--- config.mk ---
export PLATFORM = sky130hd
export DESIGN_NAME = fetch_unit
export DESIGN_NICKNAME = d
export VERILOG_FILES = /design/src/rtl/fetch_unit.sv
export SDC_FILE = /design/constraint.sdc
export NUM_CORES = 1
export LEC_CHECK = 0
export CAP_MARGIN = 15
export CORE_ASPECT_RATIO = 0.75
export CORE_UTILIZATION = 29
export DETAILED_ROUTE_END_ITERATION = 8
export SYNTH_ARGS = -nofsm -noshare
export SYNTH_HDL_FRONTEND = slang
export SYNTH_SLANG_ARGS = --single-unit
--- constraint.sdc ---
create_clock -name clk -period 6.5 [get_ports clk]
set_input_delay 1.625 -clock clk [delete_from_list [all_inputs] [get_ports clk]]
set_output_delay 1.625 -clock clk [all_outputs]
set_load 0.02 [all_outputs]
--- src/rtl/fetch_unit.sv ---
// Instruction fetch unit: issues in-order fetches to instruction memory, tracks
// outstanding PCs, queues responses for decode, drops stale responses after a
// flush. Optional same-cycle bypass of responses when FETCH_UNIT_BYPASS_EN is defined.
module fetch_unit #(
  parameter int PC_WIDTH    = 32,
  parameter int INSTR_WIDTH = 32,
  parameter int QUEUE_DEPTH = 4
) (
  input  logic                   clk,
  input  logic                   rst,
  input  logic [PC_WIDTH-1:0]    current_pc,
  output logic                   pc_en,
  input  logic                   flush,
  output logic                   imem_req_valid,
  output logic [PC_WIDTH-1:0]    imem_req_addr,
  input  logic                   imem_req_ready,
  input  logic                   imem_rsp_valid,
  input  logic [INSTR_WIDTH-1:0] imem_rsp_data,
  output logic                   instr_valid,
  output logic [INSTR_WIDTH-1:0] instr,
  output logic [PC_WIDTH-1:0]    instr_pc,
  input  logic                   instr_ready
);

  localparam int PTR_W = (QUEUE_DEPTH > 1) ? $clog2(QUEUE_DEPTH) : 1;
  localparam int CNT_W = $clog2(QUEUE_DEPTH + 1);

  logic [PC_WIDTH-1:0]    pcq_mem_r [QUEUE_DEPTH];
  logic [PTR_W-1:0]       pcq_wr_r;
  logic [PTR_W-1:0]       pcq_rd_r;
  logic [INSTR_WIDTH-1:0] iq_instr_r [QUEUE_DEPTH];
  logic [PC_WIDTH-1:0]    iq_pc_r [QUEUE_DEPTH];
  logic [PTR_W-1:0]       iq_wr_r;
  logic [PTR_W-1:0]       iq_rd_r;
  logic [CNT_W-1:0]       outstanding_r;
  logic [CNT_W-1:0]       drop_cnt_r;
  logic [CNT_W-1:0]       queued_r;

  logic [CNT_W+1:0]       in_flight_s;
  logic [CNT_W:0]         owed_s;
  logic [CNT_W:0]         drop_load_s;
  logic                   req_fire_s;
  logic                   rsp_live_s;
  logic                   rsp_drop_s;
  logic                   head_valid_s;
  logic                   bypass_s;
  logic                   push_s;
  logic                   pop_s;

  // Dropped responses still occupy memory slots, so they count against the issue limit.
  assign in_flight_s    = {2'b00, outstanding_r} + {2'b00, drop_cnt_r} + {2'b00, queued_r};
  assign imem_req_valid = !rst && !flush && (in_flight_s < (CNT_W + 2)'(QUEUE_DEPTH));
  assign imem_req_addr  = current_pc;
  assign req_fire_s     = imem_req_valid && imem_req_ready;
  assign pc_en          = req_fire_s;

  assign rsp_live_s   = !rst && !flush && imem_rsp_valid && (drop_cnt_r == {CNT_W{1'b0}});
  assign rsp_drop_s   = imem_rsp_valid && (drop_cnt_r != {CNT_W{1'b0}});
  assign head_valid_s = (queued_r != {CNT_W{1'b0}});

`ifdef FETCH_UNIT_BYPASS_EN
  assign bypass_s = rsp_live_s && !head_valid_s && instr_ready;
`else
  assign bypass_s = 1'b0;
`endif

  assign push_s = rsp_live_s && !bypass_s;
  assign pop_s  = !rst && head_valid_s && instr_ready;

  assign instr_valid = !rst && (head_valid_s || bypass_s);
  assign instr       = bypass_s ? imem_rsp_data : iq_instr_r[iq_rd_r];
  assign instr_pc    = bypass_s ? pcq_mem_r[pcq_rd_r] : iq_pc_r[iq_rd_r];

  // A response landing in the flush cycle is consumed, so it is not owed any more.
  assign owed_s      = {1'b0, outstanding_r} + {1'b0, drop_cnt_r};
  assign drop_load_s = (imem_rsp_valid && (owed_s != {(CNT_W + 1){1'b0}})) ?
                       (owed_s - (CNT_W + 1)'(1)) : owed_s;

  // Outstanding-PC FIFO: written on request handshake, read on each accepted response.
  always_ff @(posedge clk) begin
    if (rst) begin
      pcq_wr_r <= {PTR_W{1'b0}};
      pcq_rd_r <= {PTR_W{1'b0}};
      for (int i = 0; i < QUEUE_DEPTH; i++) begin
        pcq_mem_r[i] <= {PC_WIDTH{1'b0}};
      end
    end else if (flush) begin
      pcq_wr_r <= {PTR_W{1'b0}};
      pcq_rd_r <= {PTR_W{1'b0}};
    end else begin
      if (req_fire_s) begin
        pcq_mem_r[pcq_wr_r] <= current_pc;
        pcq_wr_r            <= pcq_wr_r + PTR_W'(1);
      end
      if (rsp_live_s) begin
        pcq_rd_r <= pcq_rd_r + PTR_W'(1);
      end
    end
  end

  // Instruction queue storage and pointers.
  always_ff @(posedge clk) begin
    if (rst) begin
      iq_wr_r <= {PTR_W{1'b0}};
      iq_rd_r <= {PTR_W{1'b0}};
      for (int i = 0; i < QUEUE_DEPTH; i++) begin
        iq_instr_r[i] <= {INSTR_WIDTH{1'b0}};
        iq_pc_r[i]    <= {PC_WIDTH{1'b0}};
      end
    end else if (flush) begin
      iq_wr_r <= {PTR_W{1'b0}};
      iq_rd_r <= {PTR_W{1'b0}};
    end else begin
      if (push_s) begin
        iq_instr_r[iq_wr_r] <= imem_rsp_data;
        iq_pc_r[iq_wr_r]    <= pcq_mem_r[pcq_rd_r];
        iq_wr_r             <= iq_wr_r + PTR_W'(1);
      end
      if (pop_s) begin
        iq_rd_r <= iq_rd_r + PTR_W'(1);
      end
    end
  end

  // Occupancy counters: outstanding requests, responses to drop, queued entries.
  always_ff @(posedge clk) begin
    if (rst) begin
      outstanding_r <= {CNT_W{1'b0}};
      drop_cnt_r    <= {CNT_W{1'b0}};
      queued_r      <= {CNT_W{1'b0}};
    end else if (flush) begin
      outstanding_r <= {CNT_W{1'b0}};
      drop_cnt_r    <= drop_load_s[CNT_W-1:0];
      queued_r      <= {CNT_W{1'b0}};
    end else begin
      case ({req_fire_s, rsp_live_s})
        2'b10:   outstanding_r <= outstanding_r + CNT_W'(1);
        2'b01:   outstanding_r <= outstanding_r - CNT_W'(1);
        default: outstanding_r <= outstanding_r;
      endcase
      if (rsp_drop_s) begin
        drop_cnt_r <= drop_cnt_r - CNT_W'(1);
      end else begin
        drop_cnt_r <= drop_cnt_r;
      end
      case ({push_s, pop_s})
        2'b10:   queued_r <= queued_r + CNT_W'(1);
        2'b01:   queued_r <= queued_r - CNT_W'(1);
        default: queued_r <= queued_r;
      endcase
    end
  end

endmodule

==> key figures <==
Min path
  – Hold crit path type: flop to flop
  – Hold depth: 2
  – Hold endpoint: outstanding_r[2]
  – HP Start: outstanding_r[2]

GRT
  – Pin count of the biggest net entering global routing: 68
  – Congestion Overflow GR: 0
  – Vias in the first global route: 9982
  – First-pass GRT wire length: 62540 µm
  – Initial antenna violation count: 0
  – Gr usage total: 13.19%

Clock tree
  – Post-CTS Resized: 0
  – Clock transition at the registers of the reported paths: 50 ps
  – Num CTS Buffers: 45
  – Sinks on Clock Net: 405
  – CTS root buf: clkbuf_16
  – CTS Hold Bufs: 0
  – Worst skew pair latency: 580 ps
  – CTS Buffer Depth: 3
  – CTS H-tree lvls: 2
  – Post-CTS Setup Inserts: 0
  – CTS tree: done

Drt
  – ANT nets after route: 0
  – WL final: 41710 µm
  – Wirelength per Cell: 19.97 µm
  – DR pass1 iterations: 4
  – # DRC: 0
  – Via count: 9460
  – Iter 0 DRT Violations: 517
  – Vias per inst: 4.531

Synthesis
  – Avg Inst Size Synth: 16.17 µm²
  – Post-synthesis instance area: 18070 µm²
  – YS warnings: 0
  – Post-Syn Instances: 1118
  – Post-synth EDFFs: 384
  – Async SR Flop Fraction: 0%
  – Yosys cell types: 51
  – Seq/Total Area, Yosys: 66.12%
  – Seq cells post-synth: 405
  – Commonest register cell after synthesis: edfxtp_1
  – Syn Nets: 1203

Floorplanning
  – IO Pins: 169
  – Starting Density: 29.63%
  – Die area: 63340 µm²
  – DIE HEIGHT: 218.2 µm
  – Core box area: 61000 µm²
  – Die Width: 290.3 µm
  – Site Rows: 78

Power and ir drop
  – Leakage: 7.560 nW
  – VDD IR-drop max: 0.1807 mV
  – Pwr Density: 271.3 nW/µm²
  – Design Power: 0.005922 W

Finish
  – # diodes: 0
  – Core Util, Final: 35.78%
  – Final cell count without fillers: 2088
  – Area delta synth->final: 20.75%
  – Fillcell total: 5763
  – NumNets Final: 1337
  – Layout cells sized above 1: 15.84%

Setup path
  – Arrival time worst endpoint: 3590 ps
  – Crit Reg-Reg Endpoint: outstanding_r[2]
  – CP max FO: 9
  – WS Path Type: primary input to output pin
  – CP peak stage delay: 660 ps
  – Most used cell, CP: clkdlybuf4s50_1
  – WP data required: 4880 ps
  – R2R depth: 15
  – R2r startpoint: outstanding_r[1]
  – CP max-delay cell: clkdlybuf4s50_1
  – CP Capture Type: output pin
  – Reg2Reg Setup Slack: 2420 ps
  – CP startpoint kind: primary input
  – Critical-path cell list: clkdlybuf4s50_1 -> nor3_2 -> o21ai_2 -> a31oi_1 -> clkdlybuf4s50_1

Placement
  – Routability cong.: 0.7037
  – Placed insts: 2005
  – Port-buffer cells: 168
  – Post-detail-place hpwl: 23420 µm

Timing
  – Tightest Pin Transition: 1115 ps
  – Relative slew margins: 25.67%
  – Clock Skews: 16.89 ps
  – Final hold violation count: 0
  – Final Max Slew Viols: 0
  – Fin crit share: 80.17%
  – Final setup viols: 0
  – Fin crit period: 5211 ps
  – RSZ-0062 raised after global routing: no
  – Hold WS: 531.4 ps
  – Fmax: 191.9 MHz
  – Total negative slack: 0 ps

Outcome
  – Outcome: completed

Run
  – Max_cap viols: 0
==> power breakdown <==
| group | switching [W] | total (W) | leakage [nW] | internal (W) |
|---|---|---|---|---|
| Combinational | 0.000260 | 0.000453 | 2.74 | 0.000193 |
| Clock | 0.00108 | 0.00246 | 0.680 | 0.00138 |
| Sequential | 0.0000313 | 0.00301 | 4.14 | 0.00298 |
| Total | 0.00137 | 0.00592 | 7.56 | 0.00455 |
==> metal layers <==
layer / part of all wire (%) / vias to the layer above / global-route usage, %
met5: 0 / - / 0
met4: 1.9 / 0 / 3.546
met3: 4.5 / 55 / 2.481
met2: 46 / 218 / 21.17
met1: 47 / 4859 / 18.30
li1: - / 4328 / -
==> placed cells by master (no fill, tap or decap), types with 15 or more instances in the layout <==
master | Yosys | routed
and2_1 | 386 | 386
buf_4 | 32 | 15
clkbuf_1 | 26 | 15
clkbuf_16 | 0 | 45
clkdlybuf4s50_1 | 0 | 168
dfxtp_1 | 21 | 18
edfxtp_1 | 384 | 384
inv_1 | 19 | 19
mux4_2 | 96 | 96
nor2_1 | 17 | 16
==> cells by family after synthesis <==
family / after synthesis / share of synthesized area [%]
buffers and inverters: 118 / 3.385
xor gates and xnor gates: 10 / 0.4845
DFF: 405 / 66.12
muxes: 98 / 12.08
adders and majority gates: 15 / 1.288
AOI/OAI and AO/OA: 29 / 1.142
and+or+nand+nor: 443 / 15.50
==> how the worst max path moves through the flow <==
stage / depth (start not counted) / slack (ps) / startpoint / end
after CTS: 8 / 1260 / outstanding_r[1] / pc_en
after floorplan: 7 / 940 / flush / iq_instr_r[3][0]
after detailed placement: 5 / 1290 / flush / imem_req_valid
after global placement: 5 / 1310 / flush / pc_en
after global routing: 8 / 1090 / outstanding_r[1] / pc_en
final: 5 / 1290 / flush / imem_req_valid
==> per-stage QoR <==
step	setup WS [ps]	area, µm²
4_1_cts	1257	21830
3_5_place_dp	1294	20410
3_3_place_gp	1306	20410
5_1_grt	1092	21830
2_1_floorplan	937.4	18070
6_report	1289	21830
==> critical path, delay by kind of cell <==
kind / cells / cell delay (ps)
AO/OA/AOI/OAI: 2 / 470
buffers and inverters: 2 / 1280
AND/OR/NAND/NOR: 1 / 210
==> cell usage after synthesis, types with 3 or more instances <==
cell | count | area share [%]
a211oi_1 | 3 | 0.12
a21oi_1 | 10 | 0.28
and2_1 | 386 | 13
buf_2 | 35 | 0.97
buf_4 | 32 | 1.3
clkbuf_1 | 26 | 0.54
clkbuf_2 | 4 | 0.11
dfxtp_1 | 21 | 2.3
edfxtp_1 | 384 | 64
fa_1 | 6 | 0.66
ha_1 | 9 | 0.62
inv_1 | 19 | 0.39
mux4_2 | 96 | 12
nand2_1 | 5 | 0.10
nor2_1 | 17 | 0.35
nor3_1 | 4 | 0.11
o21ai_0 | 4 | 0.11
or2_2 | 7 | 0.24
or3_1 | 3 | 0.10
xnor2_1 | 5 | 0.24
xor2_1 | 5 | 0.24
==> state kept, by name, indices dropped and copies added, names as in the netlist, 3 cells and up, named ones only <==
name	cells
outstanding_r	3
iq_pc_r	128
iq_instr_r	128
queued_r	3
drop_cnt_r	3
pcq_mem_r	128
==> layout make-up <==
| class | count | area [µm²] | share of cell area, % |
|---|---|---|---|
| Sequential cell | 405 | 11960 | 54.80 |
| Multi-Input combinational cell | 595 | 5543 | 25.40 |
| Timing Repair Buffer | 185 | 1834 | 8.404 |
| Clock buffer | 60 | 1182 | 5.417 |
| Tap cell | 800 | 1001 | 4.586 |
| Clock inverter | 23 | 230.2 | 1.055 |
| Inverter | 20 | 75.07 | 0.3440 |
Power figures use the tool's default switching activity.
==> edit 1: new RTL, same flow settings <==
Build with the macro `FETCH_UNIT_BYPASS_EN` defined.
--- a/src/rtl/fetch_unit.sv
+++ b/src/rtl/fetch_unit.sv
@@ -3,2 +3,4 @@
 // flush. Optional same-cycle bypass of responses when FETCH_UNIT_BYPASS_EN is defined.
+`define FETCH_UNIT_BYPASS_EN
+
 module fetch_unit #(
Function: changed (Yosys sat finds a counterexample within 4 cycles, from zero or initial values and one cycle with rst high).
==> edit 1 against the original RTL <==
Total power grew 1.3%. First-iteration DRC count grew 40%. Fmax shrank 13%. Synthesized area grew 6.4%. Sequential cell count unchanged. Routed wire length rose by 12%. Via count up 7.7%. Final area rose by 5.7%. Sequential share of layout area shrank 2.9 points. Die area grew 6.3%. Worst setup slack got worse by 0.79 ns. Critical endpoint is now instr_pc[20]. Largest cell class unchanged.
==> edit 1: results (changes against the original RTL) <==
- Synth warn: 0 (unchanged)
- # resized after CTS: 0 (unchanged)
- Sequential area share after synthesis: 62.1% (was 66.1%)
- Clock-pin slew on the worst setup and hold paths: ~0.060 ns
- Average size of a mapped cell: 16.2 um2 (about the same)
- Routed WL: 46.8 mm (was 41.7 mm)
- Switching power: 1.37 mW (about the same)
- Layout fillers: 6174 (was 5763)
- Regs by FF count: iq_instr_r x128, iq_pc_r x128, pcq_mem_r x128 (unchanged)
- Largest net degree at the start of global routing: 66 (was 68)
- Post-synth EDFFs: 384 (unchanged)
- H-Tree Depth: 2 (unchanged)
- Tightest Pin Transition: 1.01 ns (was 1.12 ns)
- Arr. time, crit path: 4.37 ns (was 3.59 ns)
- # port buffers: 168 (unchanged)
- Synthesized net count: 1274 (was 1203)
- Num CTS Buffers: 45 (unchanged)
- Wire per inst: 21.0 um (was 20.0 um)
- Synth area leaders: edfxtp_1 (60%), and2_1 (13%), mux4_2 (11%) (was edfxtp_1 (64%), and2_1 (13%), mux4_2 (12%))
- Synth cell types: 53 (was 51)
- Commonest cells in the netlist: and2_1 (386), edfxtp_1 (384), mux4_2 (96) (unchanged)
- Initial antenna violation count: 0 (unchanged)
- Number of global-route vias before repair: 10.7k (was 9982)
- Max Fanout on Critical Path: 24 (was 9)
- Worst slack at placement: 0.486 ns (was 1.29 ns)
- Setup Skew: 0.0154 ns (was 0.0169 ns)
- Synth async-reset ratio: 0% (unchanged)
- Routed vias: 10.2k (was 9460)
- Postcts setup bufs: 0 (unchanged)
- HP Class: reg2reg (unchanged)
- Root buf cell: clkbuf_16 (unchanged)
- Pleak: 8.12 nW (was 7.56 nW)
- TritonRoute pass-1 iters: 5 (was 4)
- Starting DRT DRC Count: 726 (was 517)
- Post-synth top flop: edfxtp_1 (unchanged)
- DP Cell Count: 2147 (was 2005)
- Skew-Pair Late Insertion Delay: 0.58 ns (about the same)
- Tot GR Track Use: 14.0% (was 13.2%)
- Share of cells above drive strength 1: 21.3% (was 15.8%)
- Status: finished, final reports clean (unchanged)
- Clock buffer depth: 3 (unchanged)
- # nets final: 1408 (was 1337)
- GRT Residual Overflow: 0 (unchanged)
- Peak supply drop: 0.166 mV (was 0.181 mV)
- First-pass GRT wire length: 69.7 mm (was 62.5 mm)
- HPWL Detailed: 27.0 mm (was 23.4 mm)
- GPL Wtd Cong: 0.730 (was 0.704)
[edit 1: cell count changes after synthesis, moves of 3 or more]
cell | before | now
buf_2 | 35 | 13
or2_2 | 7 | 4
buf_6 | 0 | 17
clkbuf_1 | 26 | 35
mux2_4 | 0 | 60
nand2_1 | 5 | 8
buf_12 | 0 | 6
or2_1 | 0 | 3
clkbuf_2 | 4 | 0
mux2_2 | 1 | 5
[edit 1: metrics by stage]
step                hold slack [ns]  cell area, um2
finish                        0.514           23100
global route                  0.554           23100
CTS                           0.517           23100
detailed placement            0.500           21600
global placement              0.502           21600
floorplan                     0.473           19200
[edit 1: cell type report]
cell class	instances	area share, %
multi-input cells	660	28.2
repair buffers	192	8.78
diodes	1	0.0108
well taps	871	4.72
flip-flops and latches	405	51.9
clock buffers	52	5.00
inverters	19	0.320
clock inverters	28	1.17
[edit 1: power groups by stage]
stage | registers, mW | clock network (mW) | logic, mW
floorplan | 3.04 | 0 | 0.285
global placement | 3.04 | 0 | 0.511
detailed placement | 3.05 | 0 | 0.516
CTS | 2.99 | 2.56 | 0.518
global route | 3.00 | 2.65 | 0.543
finish | 2.99 | 2.50 | 0.506
[edit 1: critical path, stage by stage]
cell and delay (ns):
clkdlybuf4s50_1 0.56, nor2_4 0.31, and3_1 0.29, and3_4 0.37, buf_12 0.30, mux2_4 0.32
clkdlybuf4s50_1 0.54
[edit 1: cells by family after synthesis]
family	Yosys count	share of synthesized area [%]
buffers and inverters	124	4.39
flip-flops	405	62.1
adder cells (fa/ha/maj)	15	1.21
multiplexers	162	16.3
AO/OA/AOI/OAI	24	0.930
XOR/XNOR	11	0.501
AND/OR/NAND/NOR	448	14.5
[edit 1: worst paths after layout]
| kind | startpoint | endpoint | slack (ns) | cells after the start |
|---|---|---|---|---|
| max | flush | instr_pc[20] | 0.50 | 7 |
| min | iq_rd_r[1] | flop | 0.51 | 2 |
| min reg2reg | iq_rd_r[1] | flop | 0.51 | 2 |
| max reg2reg | drop_cnt_r[2] | outstanding_r[2] | 2.40 | 15 |
[edit 1: layer usage]
layer,wire (um),up-vias,global-route usage (%)
met2,21600,286,22.3
met4,746,0,3.28
met1,21700,5248,19.9
li1,-,4601,-
met5,0,-,0
met3,2720,55,2.33
==> edit 2: new RTL, same flow settings <==
Without the edit above. The parameter `QUEUE_DEPTH` goes from 4 to 8.
--- a/src/rtl/fetch_unit.sv
+++ b/src/rtl/fetch_unit.sv
@@ -6,3 +6,3 @@
   parameter int INSTR_WIDTH = 32,
-  parameter int QUEUE_DEPTH = 4
+  parameter int QUEUE_DEPTH = 8
 ) (
Function: not settled (the Yosys comparison gave no result); the edit may change what the design does.
==> edit 2 against the original RTL <==
Clock power grew 96%. Sequential cell count is 393 higher. Final area grew 93%. Final cell count rose by 95%. Core utilization decreased by 1.4 points. Synthesized cell count rose by 100%. Synthesized area increased by 99%. Worst setup slack got worse by 0.42 ns. Routed wire length increased by 120%. Total power increased by 99%. Critical endpoint is now pc_en.
==> edit 2: results (changes against the original RTL) <==
- Worst hold start: queued_r[3] (was outstanding_r[2])
- TritonRoute pass-1 iters: 7 (was 4)
- First-pass GRT wire length: 136 mm (was 62.5 mm)
- DP Cell Count: 3919 (was 2005)
- Share of cells above drive strength 1: 21.1% (was 15.8%)
- Finished Layout Cells: 4071 (was 2088)
- R2r worst-path depth: 9 (was 15)
- Clk pwr: 4.83 mW (was 2.46 mW)
- Detail Route met2 WL: 41.8 mm (was 19.3 mm)
- Power share of the sequential group: 50.3% (was 50.8%)
- WL met3: 6.21 mm (was 1.86 mm)
- FF-to-FF setup slack: 2.52 ns (was 2.42 ns)
- M1 WL: 41.8 mm (was 19.8 mm)
- Commonest cells in the netlist: edfxtp_1 (768), and2_1 (321), nor2_1 (284) (was and2_1 (386), edfxtp_1 (384), mux4_2 (96))
- Average size of a mapped cell: 16.0 um2 (was 16.2 um2)
- Wire per inst: 22.4 um (was 20.0 um)
- Origin of the critical flop-to-flop path: drop_cnt_r[3] (was outstanding_r[1])
- Status: finished, final reports clean (unchanged)
- Layout fillers: 11.6k (was 5763)
- GPL Wtd Cong: 0.716 (was 0.704)
- Setup Skew: 0.0191 ns (was 0.0169 ns)
- Synth cell types: 53 (was 51)
- Routed vias: 19.3k (was 9460)
- Min Hold Slack: 0.528 ns (was 0.531 ns)
- Pleak: 14.9 nW (was 7.56 nW)
- Synth area leaders: edfxtp_1 (64%), mux4_2 (12%), and2_1 (5.6%) (was edfxtp_1 (64%), and2_1 (13%), mux4_2 (12%))
- GR Util met3: 3.53% (was 2.48%)
- Tightest Pin Transition: 1.11 ns (was 1.12 ns)
- Met1 usage: 20.6% (was 18.3%)
- Largest net degree at the start of global routing: 98 (was 68)
- Fin crit period: 5.63 ns (was 5.21 ns)
- Worst slack at placement: 0.795 ns (was 1.29 ns)
- Num CTS Buffers: 82 (was 45)
[edit 2: worst max-delay path, stage by stage]
cell,delay [ns]
clkdlybuf4s50_1,0.62
nor2_2,0.37
o311a_2,0.36
nand2_1,0.26
inv_1,0.14
clkdlybuf4s50_1,0.62
[edit 2: cell type report]
class,count,area share (%)
Sequential cell,798,56.2
Clock buffer,96,5.05
Clock inverter,56,1.34
Inverter,16,0.143
Timing Repair Buffer,222,5.22
Tap cell,1638,4.87
Multi-Input combinational cell,1245,27.2
[edit 2: cells by family after synthesis]
family,share of synthesized area (%)
buffers and inverters,2.80
multiplexers,16.1
AO/OA/AOI/OAI,0.601
XOR/XNOR,0.389
AND/OR/NAND/NOR,13.4
flip-flops,65.8
adder cells (fa/ha/maj),1.03
[edit 2: per-stage QoR]
step	utilization (%)	total power, mW
after floorplan	-	6.60
after global placement	32.2	7.04
after detailed placement	32.2	7.05
after CTS	34.3	11.9
after global routing	34.3	12.1
final	34.3	11.8
